File: config.mk
export PLATFORM = sky130hd
export DESIGN_NAME = univ_shift_counter_flat
export DESIGN_NICKNAME = d
export VERILOG_FILES = /design/src/rtl/univ_shift_counter_if.sv /design/src/rtl/univ_shift_counter.sv /design/src/flat_wrapper.sv
export SDC_FILE = /design/constraint.sdc
export NUM_CORES = 1
export LEC_CHECK = 0
export ABC_AREA = 1
export CAP_MARGIN = 20
export CORE_AREA = 2 2 39 41
export DETAILED_ROUTE_END_ITERATION = 6
export DIE_AREA = 0 0 41 43
export GPL_ROUTABILITY_DRIVEN = 0
export PLACE_DENSITY = 0.7
export SLEW_MARGIN = 40
export SYNTH_ARGS = -nofsm -noshare
export SYNTH_HDL_FRONTEND = slang
export SYNTH_SLANG_ARGS = --single-unit
File: constraint.sdc
create_clock -name clk -period 1.23 [get_ports clk]
set_input_delay 0.246 -clock clk [delete_from_list [all_inputs] [get_ports clk]]
set_output_delay 0.246 -clock clk [all_outputs]
set_load 0.03 [all_outputs]
File: src/rtl/univ_shift_counter_if.sv
// Control/data bundle for univ_shift_counter: operation controls in, register contents and
// serial-out/wrap flag back. WIDTH must match the attached univ_shift_counter instance.
interface univ_shift_counter_if #(
  parameter int WIDTH = 4
);
  logic             enb;
  logic             dir;
  logic             s_in;
  logic [1:0]       modo;
  logic [WIDTH-1:0] d;
  logic [WIDTH-1:0] q;
  logic             s_out;

  modport master (
    output enb, dir, s_in, modo, d,
    input  q, s_out
  );

  modport slave (
    input  enb, dir, s_in, modo, d,
    output q, s_out
  );
endinterface

File: src/rtl/univ_shift_counter.sv
// WIDTH-bit universal register: shift, rotate, parallel load, up/down count with serial-out/wrap flag.
// Optional macro USR_SAT_EN: count mode saturates at 0 / all-ones instead of wrapping.
module univ_shift_counter #(
  parameter int             WIDTH     = 4,
  parameter logic [WIDTH-1:0] RESET_VAL = '0
) (
  input logic                 clk,
  input logic                 rst_n,
  univ_shift_counter_if.slave bus_if
);

  localparam logic [1:0] MODE_SHIFT = 2'b00;
  localparam logic [1:0] MODE_ROT   = 2'b01;
  localparam logic [1:0] MODE_LOAD  = 2'b10;

  logic [WIDTH-1:0] q_q, q_d;
  logic             s_out_q, s_out_d;

  logic [WIDTH-1:0] shl_v, shr_v;
  logic [WIDTH-1:0] q_inc, q_dec;
  logic             fill_l, fill_r;
  logic             all_ones, all_zero;

  // Shift and rotate share one datapath; only the bit entering the vacated end differs.
  assign fill_l = (bus_if.modo == MODE_ROT) ? q_q[WIDTH-1] : bus_if.s_in;
  assign fill_r = (bus_if.modo == MODE_ROT) ? q_q[0]       : bus_if.s_in;

  generate
    for (genvar gi = 0; gi < WIDTH; gi++) begin : g_nb
      if (gi == 0) begin : g_lsb
        assign shl_v[gi] = fill_l;
        assign shr_v[gi] = q_q[gi+1];
      end else if (gi == WIDTH - 1) begin : g_msb
        assign shl_v[gi] = q_q[gi-1];
        assign shr_v[gi] = fill_r;
      end else begin : g_mid
        assign shl_v[gi] = q_q[gi-1];
        assign shr_v[gi] = q_q[gi+1];
      end
    end
  endgenerate

  assign q_inc    = q_q + WIDTH'(1);
  assign q_dec    = q_q - WIDTH'(1);
  assign all_ones = &q_q;
  assign all_zero = ~|q_q;

  always_comb begin
    q_d     = q_q;
    s_out_d = 1'b0;
    if (bus_if.enb) begin
      case (bus_if.modo)
        MODE_SHIFT, MODE_ROT: begin
          if (!bus_if.dir) begin
            q_d     = shl_v;
            s_out_d = q_q[WIDTH-1];
          end else begin
            q_d     = shr_v;
            s_out_d = q_q[0];
          end
        end
        MODE_LOAD: begin
          q_d = bus_if.d;
        end
        default: begin
`ifdef USR_SAT_EN
          // Flag marks an edge where the step was blocked at the limit.
          if (!bus_if.dir) begin
            q_d     = all_ones ? q_q : q_inc;
            s_out_d = all_ones;
          end else begin
            q_d     = all_zero ? q_q : q_dec;
            s_out_d = all_zero;
          end
`else
          // Flag pulses on the wrap edge only.
          if (!bus_if.dir) begin
            q_d     = q_inc;
            s_out_d = all_ones;
          end else begin
            q_d     = q_dec;
            s_out_d = all_zero;
          end
`endif
        end
      endcase
    end
  end

  always_ff @(posedge clk or negedge rst_n) begin
    if (!rst_n) begin
      q_q     <= RESET_VAL;
      s_out_q <= 1'b0;
    end else begin
      q_q     <= q_d;
      s_out_q <= s_out_d;
    end
  end

  assign bus_if.q     = q_q;
  assign bus_if.s_out = s_out_q;

endmodule

File: src/flat_wrapper.sv
// flat-port wrapper written by rule: the top's interface ports become plain ports
module univ_shift_counter_flat 
#(
  parameter int             WIDTH     = 4,
  parameter logic [WIDTH-1:0] RESET_VAL = '0
)
  (clk, rst_n, bus_if_enb, bus_if_dir, bus_if_s_in, bus_if_modo, bus_if_d, bus_if_q, bus_if_s_out);
  univ_shift_counter_if #(.WIDTH(WIDTH)) bus_if_i ();
  input logic clk;
  input logic rst_n;
  input wire logic [$bits(bus_if_i.enb)-1:0] bus_if_enb;
  input wire logic [$bits(bus_if_i.dir)-1:0] bus_if_dir;
  input wire logic [$bits(bus_if_i.s_in)-1:0] bus_if_s_in;
  input wire logic [$bits(bus_if_i.modo)-1:0] bus_if_modo;
  input wire logic [$bits(bus_if_i.d)-1:0] bus_if_d;
  output wire logic [$bits(bus_if_i.q)-1:0] bus_if_q;
  output wire logic [$bits(bus_if_i.s_out)-1:0] bus_if_s_out;
  assign bus_if_i.enb = bus_if_enb;
  assign bus_if_i.dir = bus_if_dir;
  assign bus_if_i.s_in = bus_if_s_in;
  assign bus_if_i.modo = bus_if_modo;
  assign bus_if_i.d = bus_if_d;
  assign bus_if_q = bus_if_i.q;
  assign bus_if_s_out = bus_if_i.s_out;
  univ_shift_counter #(.WIDTH(WIDTH), .RESET_VAL(RESET_VAL)) u_core (.clk(clk), .rst_n(rst_n), .bus_if(bus_if_i));
endmodule
# --- Yosys cells after proc, flatten, opt, wreduce, memory -nomap -nowiden ---
# Cells that the tools add are included.
totals:
  reg_bits: 5
  input_bits: 11
  out_inout_bits: 5
  wordCells: 20
op_classes:
  n_addsub: 2
  n_eq_ne: 2
  n_mux: 9
  n_reduce_logical: 5
op_table:
  columns: ["operator", "n"]
  rows:
  - ["4-bit two-way mux", 2]
  - ["4-bit case mux with 2 select lines", 1]
  - ["1-bit two-way mux", 5]
  - ["4-bit by 1-bit adder with 4-bit output, second input constant", 1]
  - ["4-bit AND reduction", 1]
  - ["4-bit OR reduction", 1]
  - ["4-bit by 1-bit subtractor with 4-bit output, second input constant", 1]
  - ["2-bit by 1-bit == test with 1-bit output, second input constant", 1]
  - ["2-bit == test, second input constant", 1]
  - ["2-bit zero test", 1]
  - ["1-bit case mux with 2 select lines", 1]
  - ["2-bit OR reduction", 1]
  - ["1-bit zero test", 1]

# --- Depth between registers and ports, before layout ---
depth:
  word_depth: 5
  ltp_mapped: 10

# --- Worst setup path before layout ---
# OpenSTA, ideal clock, no wires.
synth_path:
  path_kind: "reg-to-reg"
  from: "reg u_core.q_q[2], in the netlist u_core.bus_if.q[2]"
  to: "reg u_core.q_q[3], in the netlist u_core.bus_if.q[3]"
  setup_time_ns: 0.113
  t_arrival_ns: 1.356
  required_time_ns: 1.117
  slack_ns: -0.238
  path_stages_with_launch: 8
  path_buffers: 0
  synth_period_minus_slack_ns: 1.468
  cell_sequence: "dfrtp_1 > ha_1 > a21oi_1 > nand3_1 > nand3_1 > nand3_1 > nand2_1 > inv_1"
synth_via:
  elab_chain_cells: 3
  elab_cells_between_ends: 5
  classes_between: "add/sub: 2; mux: 3"
synth_lines:
  columns: ["item", "line_no", "source"]
  rows:
  - ["from (decl)", "univ_shift_counter.sv:16", "logic [WIDTH-1:0] q_q, q_d;"]
  - ["from (signal assigned)", "univ_shift_counter.sv:95", "q_q <= q_d;"]
  - ["4-bit by 1-bit adder with 4-bit output / 4-bit by 1-bit subtractor with 4-bit output (equally long branches)", "univ_shift_counter.sv:43, univ_shift_counter.sv:44", null]
  - ["4-bit two-way mux", "univ_shift_counter.sv:77", "if (!bus_if.dir) begin"]
  - ["4-bit case mux with 2 select lines (*)", "univ_shift_counter.sv:52", "case (bus_if.modo)"]
# Mark *: on every way between the ends. The rest lies on a longest branch, timed or not.
# A chain may end at the register's enable or synchronous reset.

# --- Final worst setup path ---
layout_path:
  from: "reg u_core.q_q[1], in the netlist u_core.bus_if.q[1]"
  to: "reg u_core.q_q[1], in the netlist u_core.bus_if.q[1]"
layout_via:
  elab_chain_cells: 3
  elab_cells_between_ends: 4
  classes_between: "add/sub: 2; mux: 2"
layout_lines:
  columns: ["item", "line_no"]
  rows:
  - ["4-bit by 1-bit adder with 4-bit output / 4-bit by 1-bit subtractor with 4-bit output (equally long branches)", "univ_shift_counter.sv:43, univ_shift_counter.sv:44"]
  - ["4-bit two-way mux (*)", "univ_shift_counter.sv:77"]
  - ["4-bit case mux with 2 select lines (*)", "univ_shift_counter.sv:52"]
# Marked as above.

==> impl_metrics.env <==
export IMPL_cts_buffer_depth=2
export IMPL_antenna_found_initial=0
export IMPL_r2r_slack_ns=-0.07
export IMPL_wirelength_um=1390
export IMPL_worstPathRequired_ns=1.39
export IMPL_reg2reg_from="u_core.bus_if.q[1]"
export IMPL_path_cells="fa_2 -> nand2_2 -> a41oi_2"
export IMPL_place_inst=111
export IMPL_p_per_area_nw_per_um2=1080
export IMPL_multi_input_area_um2=339
export IMPL_dr_wl_met3_um=47
export IMPL_die_h_um=43
export IMPL_cts_sinks=5
export IMPL_clk_latency_ns=0.25
export IMPL_setup_viol=3
export IMPL_slowest_stage="fa_2"
export IMPL_drt_iter0_drc=21
export IMPL_layout_nets=114
export IMPL_top_layer="met4"
export IMPL_maxSlewHeadroom=0.795
export IMPL_peakVddDrop_mv=0.600
export IMPL_fp_coreArea_um2=1380
export IMPL_grt_pass1_vias=518
export IMPL_synth_nets=89
export IMPL_finalHoldWorstSlack_ns=0.229
export IMPL_ant_nets=0
export IMPL_worstRegToRegCells=3
export IMPL_clockRootBuffer="clkbuf_4"
export IMPL_min_period_ns=1.30
export IMPL_dr_wl_met2_um=745
export IMPL_seq_area_um2=129
export IMPL_antenna_cells=0
export IMPL_slew_viol_final=0
export IMPL_wl_per_cell_um=12.0
export IMPL_end_kind="flop"
export IMPL_grt_overflow_total=0
export IMPL_yosysWarnings=0
export IMPL_period_share=1.06
export IMPL_outcome="finished with violations"
export IMPL_synth_cells=75
export IMPL_setup_ws_ns=-0.0696
export IMPL_cts_tree="yes"
export IMPL_hold_class="in2async"
export IMPL_mostFrequentLayoutCells="nand2_1, inv_1, nand3_1"
export IMPL_h_tree_depth=1
export IMPL_synthDistinctLibCells=20
export IMPL_worst_pin_slew_ns=0.307
export IMPL_failed_checks="negative setup slack"
export IMPL_start_util=0.360
export IMPL_final_common_cell="nand2_1"
export IMPL_drc=0
export IMPL_slowest_delay_ns=0.55
export IMPL_synth_seq_cells=5
export IMPL_grt_start_max_net_pins=10
export IMPL_post_route_util=0.558
export IMPL_p_leak_nw=0.369
export IMPL_cp_arrival_ns=1.46
export IMPL_syn_cell_area_um2=498
export IMPL_crit_type="reg2reg"
export IMPL_syn_to_final_growth_pct=55.0
export IMPL_port_buffers=15
export IMPL_clock_skew_final_ns=0.00129
export IMPL_vias=587
export IMPL_pin_count=16
export IMPL_hpwl_um=1080
export IMPL_drive_gt1_frac=0.323
export IMPL_path_clk_slew_ns=0.04
export IMPL_crit_fanout=4
export IMPL_max_cap_violations=0
export IMPL_row_count=14
export IMPL_rsz0062_at_grt="yes"
export IMPL_cts_buffers=3
export IMPL_cts_setup_buffers=0
export IMPL_avgSynthCellArea_um2=6.64
export IMPL_max_freq_mhz=769
export IMPL_die_w_um=41
export IMPL_grt_first_pass_wirelength_um=2130
export IMPL_setup_worst_path_start_class="flop"
export IMPL_vias_per_cell=5.10
export IMPL_reg2reg_to="u_core.bus_if.q[1]"
export IMPL_layoutNonFillerInstCount=115
export IMPL_fill_cells=135
export IMPL_yosysSeqAreaShare=0.251
export IMPL_die_area_um2=1760
export IMPL_first_pass_iters=4
export IMPL_grt_util_all_layers=0.181
export IMPL_wl_met1_um=584
export IMPL_finalHoldViolations=0
## through the flow
step,setup TNS [ns],worst slack [ns],cell area (um2),power [mW]
floorplan,-0.208,-0.0912,520,0.445
global placement,-1.98,-0.458,708,0.593
detailed placement,-2.15,-0.486,708,0.601
CTS,-0.101,-0.0314,747,0.809
global route,-0.266,-0.103,772,0.890
finish,-0.102,-0.0696,772,0.833
## sequential cells by signal, summed over array words and instances, names as in the netlist
| signal | count |
|---|---|
| u_core.bus_if.q | 4 |
| u_core.bus_if.s_out | 1 |
## worst max-delay path by stage
stage / start / endpoint / slack, ns
after CTS: u_core.bus_if.q[1] / u_core.bus_if.q[1] / -0.03
after global placement: bus_if_dir / u_core.bus_if.q[1] / -0.46
after global routing: u_core.bus_if.q[1] / u_core.bus_if.q[1] / -0.10
final: u_core.bus_if.q[1] / u_core.bus_if.q[1] / -0.07
after detailed placement: bus_if_dir / u_core.bus_if.q[1] / -0.49
after floorplan: u_core.bus_if.q[0] / u_core.bus_if.q[1] / -0.09
## cells in the mapped netlist
library cell	n	area [um2]
fa_1	1	20.0
o211ai_1	1	7.51
nand3_1	11	55.1
buf_6	2	22.5
nor2_2	1	6.26
nand2_2	3	18.8
ha_1	2	25.0
a41oi_1	1	8.76
inv_2	1	3.75
dfrtp_1	5	125
inv_1	11	41.3
o21ai_1	4	20.0
o21ai_0	2	10.0
inv_4	2	12.5
a22oi_1	1	7.51
a21oi_1	5	25.0
nor3_1	1	5.00
nand2_1	15	56.3
nor2_1	4	15.0
nand4_1	2	12.5
## cell families (layout without fill, tap and decap cells)
| family | Yosys count | after routing | synth area share |
|---|---|---|---|
| AO/OA/AOI/OAI | 14 | 14 | 0.158 |
| AND/OR/NAND/NOR | 37 | 37 | 0.339 |
| adder cells (fa/ha/maj) | 3 | 3 | 0.0904 |
| buffers and inverters | 16 | 40 | 0.161 |
| flip-flops | 5 | 5 | 0.251 |
## power by group
part	switching (mW)	internal (mW)	total, mW
logic	0.225	0.190	0.415
registers	0.0304	0.192	0.222
clock network	0.0733	0.123	0.196
total	0.329	0.504	0.833
## routing by layer
metal  vias up  track usage
li1        296            -
met1       274        0.208
met2        15        0.306
met3         2       0.0628
met4         0       0.0400
met5         -            0
## cell type report
type | instances | area share
sequential | 5 | 0.167
inverter | 14 | 0.0746
timing repair buffer | 22 | 0.259
multi-input combinational | 54 | 0.439
clock buffer | 4 | 0.0340
tap | 16 | 0.0259
## repair_timing
item	CTS	global route
endpoints found under the setup margin	7	5
pin swaps	2	1
hold buffers	0	0
gates resized for setup	4	5
endpoints found under the hold margin	0	0
## critical path, delay by kind of cell, from the launching register on
kind	cells	cell delay, ns
adders and majority gates	1	0.55
DFF	1	0.44
AOI/OAI and AO/OA	1	0.16
and+or+nand+nor	1	0.06
No activity file was read; power rests on OpenSTA's default activity.
